===== src/rtl/snap_trig_capture_ctrl.sv =====
// Snapshot capture controller: arms on a ctrl[0] rising edge, qualifies a trigger,
// applies the signed trigger offset (post-trigger delay or pre-trigger history) and writes BRAM.
module snap_trig_capture_ctrl #(
  parameter int ADDR_W = 10,
  parameter int DATA_W = 32
) (
  input  logic              user_clk,
  input  logic              user_rst,
  input  logic [31:0]       ctrl,
  input  logic [31:0]       trig_offset,
  input  logic [DATA_W-1:0] din,
  input  logic              we,
  input  logic              trig,
  output logic [ADDR_W-1:0] bram_addr,
  output logic [DATA_W-1:0] bram_data,
  output logic              bram_we,
  output logic [31:0]       status,
  output logic              done
);

  localparam int DEPTH = 1 << ADDR_W;
  localparam logic [ADDR_W-1:0] LAST     = ADDR_W'(DEPTH - 1);
  localparam logic [ADDR_W-1:0] ADDR_ONE = ADDR_W'(1);

  typedef enum logic [2:0] {
    IDLE,
    ARMED,
    DELAY,
    CAPTURE,
    DONE
  } state_t;

  state_t            state;
  logic              arm_prev;
  logic              pre_mode;
  logic [ADDR_W-1:0] n_lim;
  logic [30:0]       delay_cnt;
  logic [ADDR_W-1:0] fill;
  logic [ADDR_W-1:0] wr_addr;
  logic [ADDR_W-1:0] remain;
  logic [ADDR_W-1:0] trig_addr;

  logic              arm_edge;
  logic              eff_trig;
  logic              pre_hit;
  logic [31:0]       neg_offset;
  logic [ADDR_W-1:0] clamp_n;
  logic [ADDR_W-1:0] pre_remain;
  logic [31:0]       status_next;
  logic              ctrl_unused;

  assign ctrl_unused = ^ctrl[31:2];
  assign done        = status[31];

  // History length is clamped to DEPTH-1 so at least the trigger sample fits in the buffer.
  always_comb begin
    arm_edge    = ctrl[0] & ~arm_prev;
    eff_trig    = we & (trig | ctrl[1]);
    neg_offset  = 32'd0 - trig_offset;
    clamp_n     = (neg_offset >= 32'(DEPTH - 1)) ? LAST : neg_offset[ADDR_W-1:0];
    pre_remain  = LAST - n_lim;
    pre_hit     = eff_trig & (fill >= n_lim);
    status_next = '0;
    status_next[31] = (state == DONE);
    status_next[30] = (state == ARMED) || (state == DELAY) || (state == CAPTURE);
    status_next[ADDR_W-1:0] = trig_addr;
  end

  // Status is built from the current state, so it trails state changes by one cycle.
  always_ff @(posedge user_clk) begin
    if (user_rst) begin
      state     <= IDLE;
      arm_prev  <= 1'b0;
      pre_mode  <= 1'b0;
      n_lim     <= '0;
      delay_cnt <= '0;
      fill      <= '0;
      wr_addr   <= '0;
      remain    <= '0;
      trig_addr <= '0;
      bram_addr <= '0;
      bram_data <= '0;
      bram_we   <= 1'b0;
      status    <= '0;
    end else begin
      arm_prev <= ctrl[0];
      bram_we  <= 1'b0;
      status   <= status_next;

      case (state)
        IDLE, DONE: begin
          if (arm_edge) begin
            pre_mode  <= trig_offset[31];
            n_lim     <= clamp_n;
            delay_cnt <= trig_offset[30:0];
            fill      <= '0;
            wr_addr   <= '0;
            trig_addr <= '0;
            state     <= ARMED;
          end
        end

        ARMED: begin
          if (!pre_mode) begin
            if (eff_trig) begin
              if (delay_cnt == 31'd0) begin
                bram_we   <= 1'b1;
                bram_addr <= wr_addr;
                bram_data <= din;
                wr_addr   <= wr_addr + ADDR_ONE;
                remain    <= LAST;
                state     <= CAPTURE;
              end else begin
                state <= DELAY;
              end
            end
          end else if (we) begin
            // Pre-trigger history is written circularly until a qualified trigger arrives.
            bram_we   <= 1'b1;
            bram_addr <= wr_addr;
            bram_data <= din;
            wr_addr   <= wr_addr + ADDR_ONE;
            if (pre_hit) begin
              trig_addr <= wr_addr;
              remain    <= pre_remain;
              state     <= (pre_remain == '0) ? DONE : CAPTURE;
            end else if (fill < n_lim) begin
              fill <= fill + ADDR_ONE;
            end
          end
        end

        DELAY: begin
          if (we) begin
            if (delay_cnt == 31'd1) begin
              bram_we   <= 1'b1;
              bram_addr <= wr_addr;
              bram_data <= din;
              wr_addr   <= wr_addr + ADDR_ONE;
              remain    <= LAST;
              state     <= CAPTURE;
            end else begin
              delay_cnt <= delay_cnt - 31'd1;
            end
          end
        end

        CAPTURE: begin
          if (we) begin
            bram_we   <= 1'b1;
            bram_addr <= wr_addr;
            bram_data <= din;
            wr_addr   <= wr_addr + ADDR_ONE;
            remain    <= remain - ADDR_ONE;
            if (remain == ADDR_ONE) state <= DONE;
          end
        end

        default: state <= IDLE;
      endcase
    end
  end

endmodule


===== config.mk =====
export PLATFORM = sky130hd
export DESIGN_NAME = snap_trig_capture_ctrl
export DESIGN_NICKNAME = d
export VERILOG_FILES = /design/src/rtl/snap_trig_capture_ctrl.sv
export SDC_FILE = /design/constraint.sdc
export NUM_CORES = 1
export LEC_CHECK = 0
export BUFFER_PORTS_ARGS = -buffer_cell sky130_fd_sc_hd__buf_2
export CAP_MARGIN = 5
export CORE_AREA = 10 10 135 137
export DETAILED_ROUTE_END_ITERATION = 8
export DIE_AREA = 0 0 145 147
export GPL_TIMING_DRIVEN = 0
export PLACE_DENSITY = 0.83
export SLEW_MARGIN = 25
export SYNTH_ARGS = -nofsm -noshare
export SYNTH_HDL_FRONTEND = slang
export SYNTH_SLANG_ARGS = --single-unit

===== constraint.sdc =====
create_clock -name user_clk -period 3.78 [get_ports user_clk]
set_input_delay 0.378 -clock user_clk [delete_from_list [all_inputs] [get_ports user_clk]]
set_output_delay 0.378 -clock user_clk [all_outputs]
set_load 0.03 [all_outputs]

==> results.json, run 1 <==
{
  "drv_cap": 0,
  "placed_cells": 1305,
  "gr-total-overflow": 0,
  "status": "finished clean",
  "cts_htree_levels": 4,
  "rsz0062_at_grt": "no",
  "grt_antenna_before_repair": 0,
  "synth_flop_cell": "dfxtp_1",
  "synth_warnings": 0,
  "p_per_area_nw_per_um2": 658.1,
  "nNetsFinal": 1229,
  "core_area_sq_um": 15600,
  "crit_start": "delay_cnt[26]",
  "synth-xor-area-share_pct": 2.409,
  "synth_edf_count": 0,
  "area_growth_syn_to_layout_pct": 20.73,
  "reg2reg_slack_ns": 0.44,
  "synthArstFlopShare_pct": 0,
  "vdd_drop_max_mv": 0.4315,
  "cp.required_ns": 4.14,
  "dieArea_sq_um": 21320,
  "syn-mean-instance-area_sq_um": 8.035,
  "port_buffers": 120,
  "floorplan.rows": 46,
  "ys_types": 66,
  "crit_path_start_kind": "flip-flop",
  "min_path_type": "input port to flip-flop",
  "hold-worst-slack_ns": 0.1745,
  "cp-endpoint": "delay_cnt[8]",
  "setup_violations": 0,
  "yosysSeqAreaShare_pct": 36.98,
  "vias_per_cell": 5.951,
  "drv_slew": 0,
  "clkSinkCount": 141,
  "first_global_vias": 7446,
  "hold_viol_final": 0,
  "worst_slack_ns": 0.4372,
  "drive_above_1_share_pct": 18.15,
  "clkTransAtPathRegs_ns": 0.07,
  "io_pins": 176,
  "netlist_area_sq_um": 7634,
  "globalplace.congestion": 0.9799,
  "min_period_ns": 3.343,
  "muxShareOfSynthArea_pct": 5.917,
  "synthAdderAreaFrac_pct": 2.950,
  "synth_compound_area_share_pct": 20.87,
  "clockRootBuffer": "clkbuf_16",
  "p_leak_nw": 4.099,
  "reg2reg_depth": 7,
  "place_ws_ns": 0.2651,
  "crit_arrival_ns": 3.70,
  "final_cells": 1340,
  "synth_top_family_by_area": "simple AND/OR/NAND/NOR gates",
  "diodes": 0,
  "cp-end-kind": "flip-flop",
  "fill_cells": 1410,
  "p_total_mw": 6.065,
  "synth-simple-area-share_pct": 24.39,
  "clockBufferDepth": 2,
  "dr.pass1.iters": 6,
  "initial_utilization_pct": 48.94,
  "avgRoutedWirePerCell_um": 17.84,
  "grt_use_total_pct": 21.54,
  "drc": 0,
  "worstSetupPathType": "flip-flop to flip-flop",
  "die_h_um": 147,
  "fin_util_pct": 59.09,
  "grt_first_pass_wirelength_mm": 38.52,
  "regToRegEndpoint": "delay_cnt[8]",
  "route.vias.total": 7974,
  "clk_latency_ns": 0.43,
  "max_freq_mhz": 299.2,
  "wirelength_mm": 23.91,
  "place_area_sq_um": 8581,
  "synth-seq-cells": 141,
  "final_area_sq_um": 9216,
  "timing.rr.start": "delay_cnt[26]",
  "min_period_over_period_pct": 88.43,
  "tritoncts": "yes",
  "grt_max_degree": 17,
  "crit_fanout": 10,
  "hold_buffers": 0,
  "drt-initial-drc-count": 832,
  "tightest_slew_ns": 0.8926,
  "ant_nets": 0,
  "cts_buffers": 17,
  "hpwl_mm": 17.53,
  "fin_setup_tns_ns": 0,
  "clock_skew_ns": 0.009650,
  "relSlewSlack_pct": 39.95,
  "synthCells": 950,
  "die_x_um": 145
}
## sequential cells by signal, indices dropped and copies added (netlist names), 10 cells and up
register / flops
status: 12
bram_data: 32
delay_cnt: 31
fill: 10
remain: 10
n_lim: 10
wr_addr: 10
trig_addr: 10
bram_addr: 10
## cells by family (layout without fill, tap and decap cells)
| group | Yosys count | in the layout |
|---|---|---|
| flops | 141 | 141 |
| other cells | 1 | 20 |
| buf+inv | 109 | 264 |
| mux | 45 | 45 |
| xor+xnor | 21 | 21 |
| fa+ha+maj | 18 | 18 |
| simple gates | 377 | 377 |
| compound gates | 238 | 238 |
## final cells by class
| type | instances | area (sq um) | share of cell area, % |
|---|---|---|---|
| multi-input cells | 719 | 4413 | 47.88 |
| flip-flops and latches | 141 | 2823 | 30.63 |
| repair buffers | 123 | 623.1 | 6.761 |
| clock buffers | 17 | 425.4 | 4.616 |
| plain buffers | 78 | 375.4 | 4.073 |
| well taps | 216 | 270.3 | 2.932 |
| clock inverters | 15 | 170.2 | 1.846 |
| inverters | 31 | 116.4 | 1.263 |
## critical path, cell delays in order, from the launching register on
cell and delay [ns]:
dfxtp_1 0.36, nor4_1 0.63, nand4_1 0.42, o31a_1 0.40, nor2_1 0.60, clkbuf_1 0.52
o21ai_0 0.20, a21oi_1 0.14
## report_power, final
part	total [mW]	switching, mW	internal (mW)
registers	1.90	0.202	1.70
logic	2.49	1.66	0.832
clock network	1.68	0.735	0.943
total	6.07	2.59	3.47
## timing repair
action | 4_1_cts | 5_1_grt
setup endpoints to repair | 0 | 10
endpoints found under the hold margin | 0 | 0
resized for setup | 0 | 2
setup buffers | 0 | 3
## how the worst min path moves through the flow
stage	startpoint	endpoint	slack, ns	cells past startpoint
4_1_cts	din[26]	bram_data[26]	0.17	3
3_5_place_dp	trig_addr[2]	status[2]	0.46	1
2_1_floorplan	remain[3]	remain[3]	0.45	2
6_report	din[29]	bram_data[29]	0.17	3
5_1_grt	din[16]	bram_data[16]	0.17	3
3_3_place_gp	trig_addr[5]	status[5]	0.46	1
## layout by cell type, fill, tap and decap left out, drive strengths merged, types with 13 or more instances in the layout
cell type,n
xnor2,13
nand3,28
nand4,13
nand2,80
inv,40
buf,152
clkbuf,66
conb,20
nor4,21
dfxtp,141
mux2i,44
a22o,17
o21ai,58
nor3,34
a31oi,19
nor2,120
nor2b,14
ha,18
a21oi,56
and3,15
## layer usage
layer  vias up  global-route usage, %  wire (um)
li1       3758                      -          -
met1      3691                  25.72       9541
met2       448                  35.42      11410
met3        77                  6.143       2114
met4         0                  9.346        843
met5         -                      0          0
## synth_stat cells, types with 14 or more instances
cell type  count  area share [%]
nor3_1        33             2.2
nor4_1        20             1.6
clkbuf_1      49             2.4
nand2_1       80             3.9
ha_1          18             3.0
dfxtp_1      141              37
and3_1        15             1.2
mux2i_1       44             5.8
nor2_1       120             5.9
buf_4         21             2.1
inv_1         30             1.5
a21oi_1       56             3.7
a31oi_1       19             1.6
a22o_1        17             2.0
o21ai_0       57             3.7
nand3_1       28             1.8
nor2b_1       14             1.1
(Power assumes the default switching activity.)
==> run 2, diff against run 1 <==
PLACE_DENSITY = 0.74   (was 0.83)
==> results.json, run 2 (synthesis gave the netlist of run 1 again) <==
{
  "status": "finished clean",
  "setup_violations": 0,
  "top_regs": "bram_data: 32 flops, delay_cnt: 31 flops, status: 12 flops",
  "grt_antenna_before_repair": 0,
  "cp-end-kind": "flip-flop",
  "fin_setup_tns_ns": 0,
  "place_area_sq_um": 8586,
  "initial_utilization_pct": 48.94,
  "port_buffers": 120,
  "die_h_um": 147,
  "clockBufferDepth": 2,
  "first_global_vias": 7499,
  "cp-endpoint": "wr_addr[5]",
  "largest_register_ffs": 32,
  "rsz0062_at_grt": "no",
  "reg2reg_slack_ns": 0.30,
  "area_growth_syn_to_layout_pct": 21.06,
  "min_period_over_period_pct": 92.10,
  "route.vias.total": 7711,
  "drc": 0,
  "p_leak_nw": 4.117,
  "nNetsFinal": 1229,
  "hold-worst-slack_ns": 0.1705,
  "die_x_um": 145,
  "min_from": "din[0]",
  "p_total_mw": 6.146,
  "dr.pass1.iters": 6,
  "diodes": 0,
  "io_pins": 176,
  "cts_buffers": 17,
  "max_freq_mhz": 287.2,
  "crit_arrival_ns": 3.78,
  "clockRootBuffer": "clkbuf_16",
  "drv_cap": 0,
  "floorplan.rows": 46,
  "regMostFlops": "bram_data",
  "grt_max_degree": 17,
  "grt_first_pass_wirelength_mm": 38.37,
  "globalplace.congestion": 0.9603,
  "timing.rr.start": "delay_cnt[26]",
  "crit_path_start_kind": "flip-flop",
  "min_path_type": "input port to flip-flop",
  "hold_viol_final": 0,
  "dieArea_sq_um": 21320,
  "final_area_sq_um": 9241,
  "mostFrequentLayoutCell": "dfxtp_1",
  "vdd_drop_max_mv": 0.3723,
  "worstSetupPathType": "flip-flop to flip-flop",
  "hpwl_mm": 17.48,
  "cts_htree_levels": 4,
  "grt_use_total_pct": 21.51,
  "avgRoutedWirePerCell_um": 17.54,
  "crit_start": "delay_cnt[26]",
  "drv_slew": 0,
  "p_per_area_nw_per_um2": 665.0,
  "wirelength_mm": 23.51,
  "clk_latency_ns": 0.44,
  "regToRegEndpoint": "wr_addr[5]",
  "clock_skew_ns": 0.02623,
  "gr-total-overflow": 0,
  "fin_util_pct": 59.25,
  "tightest_slew_ns": 0.8723,
  "layout_common_cells": "141 x dfxtp_1, 123 x buf_2, 120 x nor2_1",
  "vias_per_cell": 5.754,
  "drt-initial-drc-count": 799,
  "clkTransAtPathRegs_ns": 0.07,
  "drive_above_1_share_pct": 18.06,
  "clkSinkCount": 141,
  "tritoncts": "yes",
  "relSlewSlack_pct": 41.31,
  "crit_fanout": 10,
  "core_area_sq_um": 15600,
  "reg2reg_depth": 7,
  "min_period_ns": 3.482,
  "ant_nets": 0,
  "cp.required_ns": 4.08
}
-- run 2: worst min-delay path by stage --
| stage | endpoint | slack (ns) | cells past startpoint |
|---|---|---|---|
| 2_1_floorplan | remain[3] | 0.45 | 2 |
| 3_3_place_gp | remain[3] | 0.46 | 2 |
| 3_5_place_dp | status[0] | 0.46 | 1 |
| 4_1_cts | bram_data[0] | 0.17 | 3 |
| 5_1_grt | bram_data[22] | 0.19 | 3 |
| 6_report | bram_data[0] | 0.17 | 3 |
-- run 2: where the power goes --
part	leakage, nW	internal, mW	total (mW)	switching (mW)
clock	0.307	1.07	1.79	0.720
combinational	2.67	0.828	2.46	1.63
sequential	1.14	1.70	1.90	0.205
total	4.12	3.59	6.15	2.55
-- run 2: timing repair --
item | in CTS | in global routing
buffers inserted | 0 | 3
resized for setup | 0 | 1
hold buffers | 0 | 0
endpoints found under the setup margin | 0 | 31
-- run 2: metal layers --
layer	up-vias	track usage [%]	wire, um
met1	3585	25.48	9709
li1	3754	-	-
met4	0	9.704	721
met2	313	36.71	11520
met5	-	0	0
met3	59	4.484	1549
-- run 2: final cells by class --
class,instances,area (sq um)
Timing Repair Buffer,123,623.1
Inverter,31,116.4
Buffer,78,375.4
Fill cell,1487,6356
Sequential cell,141,2823
Clock buffer,17,425.4
Clock inverter,15,200.2
Tap cell,216,270.3
Multi-Input combinational cell,719,4408
-- run 2: critical path, stage by stage (launching register included) --
cell	delay [ns]
dfxtp_1	0.36
nor4_1	0.69
nand4_1	0.40
o31ai_1	0.58
o211ai_1	0.24
nor2_1	0.53
clkbuf_1	0.39
o21ai_0	0.15
-- run 2: through the flow --
step | cells | setup WS, ns
finish | 1340 | 0.2984
global route | 1340 | 0.08062
CTS | 1337 | 0.2554
detailed placement | 1305 | 0.2496
global placement | 1305 | 0.2709
floorplan | 969 | 0.7181
==> run 3, diff against run 2 <==
CORE_AREA = 2 2 127 129   (was 10 10 135 137)
DIE_AREA = 0 0 129 131   (was 0 0 145 147)
==> results.json, run 3 (synthesis gave the netlist of run 1 again) <==
{
  "status": "finished clean",
  "relSlewSlack_pct": 39.98,
  "min_path_type": "input port to flip-flop",
  "drt-initial-drc-count": 646,
  "drive_above_1_share_pct": 18.08,
  "p_seq_share_pct": 32.0,
  "drv_cap": 0,
  "clkPwrFrac_pct": 26.8,
  "vdd_drop_max_mv": 0.3559,
  "drv_slew": 0,
  "largest_register_ffs": 32,
  "hold_viol_final": 0,
  "grt_max_degree": 17,
  "grt_antenna_before_repair": 0,
  "route.vias.total": 7709,
  "hpwl_mm": 16.11,
  "top_regs": "bram_data: 32 flops, delay_cnt: 31 flops, status: 12 flops",
  "worstSetupPathType": "flip-flop to flip-flop",
  "cp-end-kind": "flip-flop",
  "min_period_over_period_pct": 89.73,
  "setup_violations": 0,
  "nNetsFinal": 1229,
  "cts_buffers": 17,
  "drc": 0,
  "min_period_ns": 3.392,
  "globalplace.congestion": 0.9827,
  "initial_utilization_pct": 48.94,
  "fin_setup_tns_ns": 0,
  "floorplan.rows": 46,
  "layout_common_cells": "141 x dfxtp_1, 123 x buf_2, 119 x nor2_1",
  "port_buffers": 120,
  "p_per_area_nw_per_um2": 648.4,
  "p_sw_share_pct": 42.17,
  "reg2reg_slack_ns": 0.39,
  "clk_latency_ns": 0.43,
  "avgRoutedWirePerCell_um": 16.44,
  "fin_util_pct": 58.83,
  "tritoncts": "yes",
  "p_switching_mw": 2.509,
  "place_area_sq_um": 8581,
  "p_total_mw": 5.950,
  "die_h_um": 131,
  "grt_first_pass_wirelength_mm": 34.82,
  "clkTransAtPathRegs_ns": 0.06,
  "clockRootBuffer": "clkbuf_16",
  "hold-worst-slack_ns": 0.1813,
  "p_leak_nw": 4.078,
  "crit_fanout": 10,
  "dieArea_sq_um": 16900,
  "crit_arrival_ns": 3.74,
  "core_area_sq_um": 15600,
  "mostFrequentLayoutCell": "dfxtp_1",
  "wirelength_mm": 22.01,
  "io_pins": 176,
  "intPower_mw": 3.441,
  "regMostFlops": "bram_data",
  "first_global_vias": 6826,
  "grt_use_total_pct": 25.93,
  "clkSinkCount": 141,
  "diodes": 0,
  "cp.required_ns": 4.13,
  "gr-total-overflow": 0,
  "die_x_um": 129,
  "dr.pass1.iters": 7,
  "area_growth_syn_to_layout_pct": 20.21,
  "cts_htree_levels": 4,
  "final_area_sq_um": 9176,
  "ant_nets": 0,
  "crit_path_start_kind": "flip-flop",
  "max_freq_mhz": 294.8,
  "comb_power_share_pct": 41.2,
  "vias_per_cell": 5.757,
  "tightest_slew_ns": 0.8921,
  "rsz0062_at_grt": "no",
  "clock_skew_ns": 0.01039,
  "clockBufferDepth": 2
}
run 3: cell count changes in the layout (fill, tap and decap cells not counted):
| cell | before | now |
|---|---|---|
| bufinv_16 | 3 | 1 |
| inv_8 | 4 | 0 |
| nor2_1 | 120 | 119 |
| clkinv_2 | 1 | 2 |
| clkinvlp_4 | 1 | 3 |
| nor2_2 | 0 | 1 |
| inv_6 | 5 | 7 |
run 3: critical path, stage by stage, from the launching register on:
cell and delay [ns]:
dfxtp_1 0.35, nor4_1 0.66, nand4_1 0.39, o31ai_1 0.61
o211ai_1 0.27, nor2_2 0.40, clkbuf_1 0.40, nand3_1 0.12
o21ai_0 0.10
run 3: final cells by class:
cell class,count,area (sq um)
Buffer,78,375.4
Clock buffer,17,425.4
Clock inverter,14,132.6
Fill cell,1475,6421
Inverter,31,116.4
Multi-Input combinational cell,719,4410
Sequential cell,141,2823
Tap cell,216,270.3
Timing Repair Buffer,123,623.1
run 3: worst paths after layout:
kind,from,endpoint,cells past startpoint
worst max-delay path,delay_cnt[26],wr_addr[8],8
worst max register to register,delay_cnt[26],wr_addr[8],8
worst min-delay path,din[26],bram_data[26],3
worst min register to register,trig_addr[4],status[4],1
run 3: repair_timing:
item | CTS | global route
gates resized for setup | 0 | 2
hold buffers | 0 | 0
endpoints found under the setup margin | 0 | 56
buffers inserted | 0 | 3
run 3: per-layer routing:
layer | routed length (um) | vias to the layer above | part of all wire (%) | global-route usage, %
li1 | - | 3755 | - | -
met2 | 10550 | 317 | 48 | 42.76
met4 | 746 | 0 | 3.4 | 12.08
met5 | 0 | - | 0 | 0
met1 | 9336 | 3574 | 42 | 32.67
met3 | 1376 | 63 | 6.3 | 5.456
run 3: power groups by stage:
| stage | clock network (mW) | logic (mW) | registers (mW) |
|---|---|---|---|
| after global routing | 1.68 | 2.71 | 1.93 |
| after detailed placement | 0 | 2.31 | 1.92 |
| final | 1.60 | 2.45 | 1.90 |
| after floorplan | 0 | 1.65 | 1.94 |
| after CTS | 1.61 | 2.33 | 1.89 |
| after global placement | 0 | 2.29 | 1.92 |
run 3: through the flow:
step / setup WS (ns) / instances
2_1_floorplan: 0.7181 / 969
5_1_grt: 0.01105 / 1339
3_3_place_gp: 0.2674 / 1305
4_1_cts: 0.3047 / 1336
3_5_place_dp: 0.2434 / 1305
6_report: 0.3882 / 1339
